File: src/rtl/muldiv_pkg.sv
// Shared definitions for the iterative multiply/divide unit:
// op encodings and FSM state type.
package muldiv_pkg;

    localparam logic [1:0] OP_MULT  = 2'b00;
    localparam logic [1:0] OP_DIV   = 2'b01;
    localparam logic [1:0] OP_MULTU = 2'b10;
    localparam logic [1:0] OP_DIVU  = 2'b11;

    typedef enum logic [1:0] {
        IDLE = 2'b00,
        RUN  = 2'b01,
        FIX  = 2'b10,
        DONE = 2'b11
    } muldiv_state_t;

endpackage

File: src/rtl/muldiv_shift_core.sv
// Unsigned shift datapath: radix-2 shift-add multiply or restoring
// divide over a 2*WIDTH accumulator, plus the iteration counter.
module muldiv_shift_core
    import muldiv_pkg::*;
#(
    parameter int WIDTH = 32
) (
    input  logic               clk,
    input  logic               reset,
    input  logic               load,
    input  logic               step,
    input  logic               is_div,
    input  logic [WIDTH-1:0]   x,
    input  logic [WIDTH-1:0]   y,
    output logic [2*WIDTH-1:0] acc,
    output logic               last
);

    localparam int CW = $clog2(WIDTH);

    logic [WIDTH-1:0]   yreg;
    logic [CW-1:0]      cnt;
    logic [WIDTH:0]     mul_sum;
    logic [2*WIDTH:0]   sh;
    logic [WIDTH:0]     diff;
    logic [2*WIDTH-1:0] acc_nxt;

    assign last = (cnt == CW'(WIDTH - 1));

    always_comb begin
        mul_sum = {1'b0, acc[2*WIDTH-1:WIDTH]};
        if (acc[0])
            mul_sum = {1'b0, acc[2*WIDTH-1:WIDTH]} + {1'b0, yreg};
        sh   = {acc, 1'b0};
        diff = sh[2*WIDTH:WIDTH] - {1'b0, yreg};
        if (!is_div)
            acc_nxt = {mul_sum, acc[WIDTH-1:1]};
        else if (diff[WIDTH])
            acc_nxt = sh[2*WIDTH-1:0];
        else
            acc_nxt = {diff[WIDTH-1:0], sh[WIDTH-1:1], 1'b1};
    end

    always_ff @(posedge clk or posedge reset) begin
        if (reset) begin
            acc  <= '0;
            yreg <= '0;
            cnt  <= '0;
        end else if (load) begin
            acc  <= {{WIDTH{1'b0}}, x};
            yreg <= y;
            cnt  <= '0;
        end else if (step) begin
            acc  <= acc_nxt;
            cnt  <= cnt + CW'(1);
        end
    end

endmodule

File: src/rtl/muldiv_unit.sv
// Iterative signed multiply/divide unit feeding Hi/Lo.
// Define MULDIV_UNSIGNED_EN to enable the multu/divu variants.
module muldiv_unit
    import muldiv_pkg::*;
#(
    parameter int WIDTH = 32
) (
    input  logic             clk,
    input  logic             reset,
    input  logic             start,
    input  logic [1:0]       op,
    input  logic [WIDTH-1:0] a,
    input  logic [WIDTH-1:0] b,
    output logic             busy,
    output logic             done,
    output logic [WIDTH-1:0] hi,
    output logic [WIDTH-1:0] lo,
    output logic             div_zero
);

    muldiv_state_t state, state_nxt;

    logic               uns;
    logic               accept;
    logic               load;
    logic               step;
    logic               last;
    logic               is_div_q;
    logic               bz_q;
    logic               neg_res_q;
    logic               neg_rem_q;
    logic [WIDTH-1:0]   xa;
    logic [WIDTH-1:0]   yb;
    logic [2*WIDTH-1:0] acc;
    logic [2*WIDTH-1:0] prod;
    logic [WIDTH-1:0]   quo;
    logic [WIDTH-1:0]   rem;

`ifdef MULDIV_UNSIGNED_EN
    assign uns = op[1];
    assign xa  = (!uns && a[WIDTH-1]) ? -a : a;
    assign yb  = (!uns && b[WIDTH-1]) ? -b : b;
`else
    assign uns = 1'b0 & op[1];
    assign xa  = a[WIDTH-1] ? -a : a;
    assign yb  = b[WIDTH-1] ? -b : b;
`endif

    assign accept = (state == IDLE) && start;
    assign busy   = (state == RUN) || (state == FIX);
    assign done   = (state == DONE);
    assign load   = accept;

    assign prod = neg_res_q ? -acc : acc;
    assign quo  = neg_res_q ? -acc[WIDTH-1:0] : acc[WIDTH-1:0];
    assign rem  = neg_rem_q ? -acc[2*WIDTH-1:WIDTH] : acc[2*WIDTH-1:WIDTH];

    muldiv_shift_core #(.WIDTH(WIDTH)) u_core (
        .clk    (clk),
        .reset  (reset),
        .load   (load),
        .step   (step),
        .is_div (is_div_q),
        .x      (xa),
        .y      (yb),
        .acc    (acc),
        .last   (last)
    );

    always_comb begin
        state_nxt = state;
        step      = 1'b0;
        unique case (state)
            IDLE: if (start) state_nxt = RUN;
            RUN: begin
                if (is_div_q && bz_q) begin
                    state_nxt = DONE;
                end else begin
                    step = 1'b1;
                    if (last) state_nxt = FIX;
                end
            end
            FIX:  state_nxt = DONE;
            DONE: state_nxt = IDLE;
            default: state_nxt = IDLE;
        endcase
    end

    always_ff @(posedge clk or posedge reset) begin
        if (reset) begin
            state     <= IDLE;
            is_div_q  <= 1'b0;
            bz_q      <= 1'b0;
            neg_res_q <= 1'b0;
            neg_rem_q <= 1'b0;
            div_zero  <= 1'b0;
            hi        <= '0;
            lo        <= '0;
        end else begin
            state <= state_nxt;
            if (accept) begin
                is_div_q  <= (op == OP_DIV) || (op == OP_DIVU);
                bz_q      <= (b == '0);
                neg_res_q <= !uns && (a[WIDTH-1] ^ b[WIDTH-1]);
                neg_rem_q <= !uns && a[WIDTH-1];
                div_zero  <= 1'b0;
            end
            // Divide by zero skips the datapath and leaves hi/lo untouched
            if (state == RUN && is_div_q && bz_q)
                div_zero <= 1'b1;
            if (state == FIX) begin
                if (is_div_q) begin
                    hi <= rem;
                    lo <= quo;
                end else begin
                    hi <= prod[2*WIDTH-1:WIDTH];
                    lo <= prod[WIDTH-1:0];
                end
            end
        end
    end

endmodule

File: config.mk
export PLATFORM = sky130hd
export DESIGN_NAME = muldiv_unit
export DESIGN_NICKNAME = d
export VERILOG_FILES = /design/src/rtl/muldiv_pkg.sv /design/src/rtl/muldiv_shift_core.sv /design/src/rtl/muldiv_unit.sv
export SDC_FILE = /design/constraint.sdc
export NUM_CORES = 1
export LEC_CHECK = 0
export CORE_MARGIN = 3
export CORE_UTILIZATION = 30
export CTS_CLUSTER_DIAMETER = 200
export DETAILED_ROUTE_END_ITERATION = 6
export PLACE_DENSITY_LB_ADDON = 0.1
export SYNTH_ARGS = -nofsm -noshare
export SYNTH_HDL_FRONTEND = slang
export SYNTH_SLANG_ARGS = --single-unit
File: constraint.sdc
create_clock -name clk -period 7.3 [get_ports clk]
set_input_delay 1.095 -clock clk [delete_from_list [all_inputs] [get_ports clk]]
set_output_delay 1.095 -clock clk [all_outputs]
set_load 0.005 [all_outputs]
==> results.cfg <==
[final_layout]
areaGrowthSynthToFinish_pct = 18.1
finalNonFillerCells = 2325
fillers = 4649
n_antenna_cell = 0
multi_input_area_mm2 = 0.00893
layout-drive-gt1-share_pct = 5.31
mostFrequentLayoutCells = 179 x nand2_1, 171 x dfrtp_1, 145 x o21ai_0
final_common_cell = nand2_1
design_area_mm2 = 0.0163
seq_area_mm2 = 0.00431
final_nets = 1866

[floorplanning]
ioPinCount = 136
rows = 77
core_area_mm2 = 0.0448
die_area_mm2 = 0.0486
start_util_pct = 30.8
fp.dieW_um = 221
die_h_um = 221

[place]
gp_congestion = 0.863
place_area_mm2 = 0.0157
dp_hpwl_um = 33400
portBuffers = 134
dp.cells = 2293

[clock_tree]
clock-root-buffer = clkbuf_16
cts_tree = done
cts.hold.buffers_added = 0
numCtsBuffers = 17
cts_setup_buffers = 0
clk_path_buf_depth = 2
insertion_delay_ns = 0.46
post_cts_resize_count = 0
cts.sinks = 172
path_clk_slew_ns = 0.07
cts.htree.levels = 4

[min_path]
worstHoldPathType = flip-flop to flip-flop
hp-start = hi[18]$_DFFE_PP0N_
holdPathStages = 1
min_to = hi[18]$_DFFE_PP0N_

[worst_setup_path]
slowest_stage = nor4_1
regToRegEndpoint = hi[30]$_DFFE_PP0N_
reg2reg_depth = 11
path_delay_family = simple AND/OR/NAND/NOR gates
start_kind = flip-flop
arrival_ns = 5.02
crit_type = flip-flop to flip-flop
worst-path-max-fanout = 16
crit_buf_inv = 1
r2r-start = u_core.acc[0]$_DFFE_PP0P_
crit_chain = inv_1 -> ha_1 -> nand2b_1 -> nor4_1 -> nand4_1 -> o21ai_1 -> nand2_1 -> or4_1 -> o41ai_1 -> xor2_1 -> a21oi_1
setup.worst_path.end_class = flip-flop
slowest_delay_ns = 0.69
crit_required_ns = 7.62
rrSetupSlack_ns = 2.60

[detailed_routing]
via_count = 12400
wl_per_cell_um = 19.2
vias_per_cell = 5.32
drc = 0
drtIter0Drc = 758
wirelength_um = 44600
dr.pass1.iters = 5
ant_nets = 0

[global_routing]
gr-usage-all-layers_pct = 18.3
antenna_found_initial = 0
grt_pass1_wl_um = 69300
grt_max_degree = 79
gr-total-overflow = 0
first_global_vias = 11800

[timing]
max-slew-margin-rel_pct = 21.5
worst_slew_pin_slew_ns = 1.18
holdWs_ns = 0.507
maxSlewViolCount = 0
fin_crit_sh_pct = 64.4
hold_viol = 0
timing.fmax_mhz = 213
setup_viol = 0
post-route-min-period_ns = 4.70
rsz0062_at_grt = no
finalClockSkew_ns = 0.0122
tns_ns = 0

[run]
maxCapViolations = 0

[synthesis]
synth_area_mm2 = 0.0138
syn-num-nets = 1795
syn_avg_cell_area_um2 = 8.37
synthArstFlopShare_pct = 100
synth_edf_count = 0
syn_inst = 1649
yosys.cell_types.count = 71
synth_seq_cells = 172
yosys_most_used_dff = dfrtp_1
ys_seq_area_share_pct = 31.2
ys_warn_count = 0

[power]
pwr_density_cell_mw_per_mm2 = 511
ir_drop_mv = 0.383
power_uw = 8340
p_leak_uw = 0.00688

[status]
status = completed
-- metrics by stage --
| stage | setup WS [ns] | util, % |
|---|---|---|
| after floorplan | 1.54 | - |
| after global placement | 2.70 | 35.0 |
| after detailed placement | 2.61 | 35.0 |
| after CTS | 2.61 | 36.4 |
| after global routing | 2.13 | 36.4 |
| final | 2.60 | 36.4 |
-- cells by family (layout without fill, tap and decap cells) --
family | Yosys count | in the layout | synth area share, %
buffers and inverters | 160 | 244 | 4.40
xor gates and xnor gates | 174 | 174 | 11.0
muxes | 84 | 84 | 6.27
adders and majority gates | 77 | 77 | 7.09
AOI/OAI and AO/OA | 520 | 520 | 24.0
DFF | 172 | 172 | 31.2
and+or+nand+nor | 462 | 462 | 16.0
-- cell type report --
| class | count | share of cell area (%) |
|---|---|---|
| sequential | 172 | 26.4 |
| clock inverter | 14 | 1.11 |
| multi-input combinational | 1317 | 54.8 |
| tap | 592 | 4.54 |
| clock buffer | 18 | 2.69 |
| timing repair buffer | 150 | 8.97 |
| inverter | 62 | 1.46 |
-- Yosys cell counts (38+ instances only) --
master	count	area, µm²
ha_1	75	938
nand2_1	180	676
o211ai_1	42	315
a21o_1	38	285
mux2i_1	64	641
nor2_1	114	428
a21oi_1	135	676
dfrtp_1	172	4300
o21ai_0	145	726
clkbuf_1	91	342
xor2_1	118	1030
xnor2_1	56	490
inv_1	62	233
-- where the power goes --
group | switching [µW] | internal, µW | leakage (µW)
Clock | 447 | 556 | 0.000304
Sequential | 669 | 1410 | 0.00209
Combinational | 2960 | 2290 | 0.00449
-- worst max path at each step --
stage / to / start / depth (start not counted)
finish: hi[30]$_DFFE_PP0N_ / u_core.acc[0]$_DFFE_PP0P_ / 11
global route: hi[30]$_DFFE_PP0N_ / u_core.acc[0]$_DFFE_PP0P_ / 11
CTS: hi[30]$_DFFE_PP0N_ / u_core.acc[0]$_DFFE_PP0P_ / 11
detailed placement: hi[30]$_DFFE_PP0N_ / u_core.acc[0]$_DFFE_PP0P_ / 11
global placement: hi[30]$_DFFE_PP0N_ / u_core.acc[0]$_DFFE_PP0P_ / 11
floorplan: bz_q$_DFFE_PP0P_ / reset / 1
-- registers in the layout, summed over array words and instances, names as in the netlist --
| register | cells |
|---|---|
| bz_q | 1 |
| div_zero | 1 |
| hi | 32 |
| is_div_q | 1 |
| lo | 32 |
| neg_rem_q | 1 |
| neg_res_q | 1 |
| state | 2 |
| u_core.acc | 64 |
| u_core.cnt | 5 |
| u_core.yreg | 32 |
-- worst reg2reg max path, cell delays in order (launching register included) --
cell and delay [ns]:
dfrtp_1 0.37, inv_1 0.50, ha_1 0.28, nand2b_1 0.12, nor4_1 0.69, nand4_1 0.36, o21ai_1 0.63, nand2_1 0.30
or4_1 0.61, o41ai_1 0.43, xor2_1 0.19, a21oi_1 0.08
-- metal layers --
layer | vias to the layer above | GRT usage [%] | part of all wire [%]
met5 | - | 0 | 0
met1 | 5976 | 24.9 | 46
met4 | 0 | 4.44 | 1.8
li1 | 6116 | - | -
met2 | 232 | 30.4 | 48
met3 | 47 | 3.23 | 3.9
No activity file was read; power rests on OpenSTA's default activity.
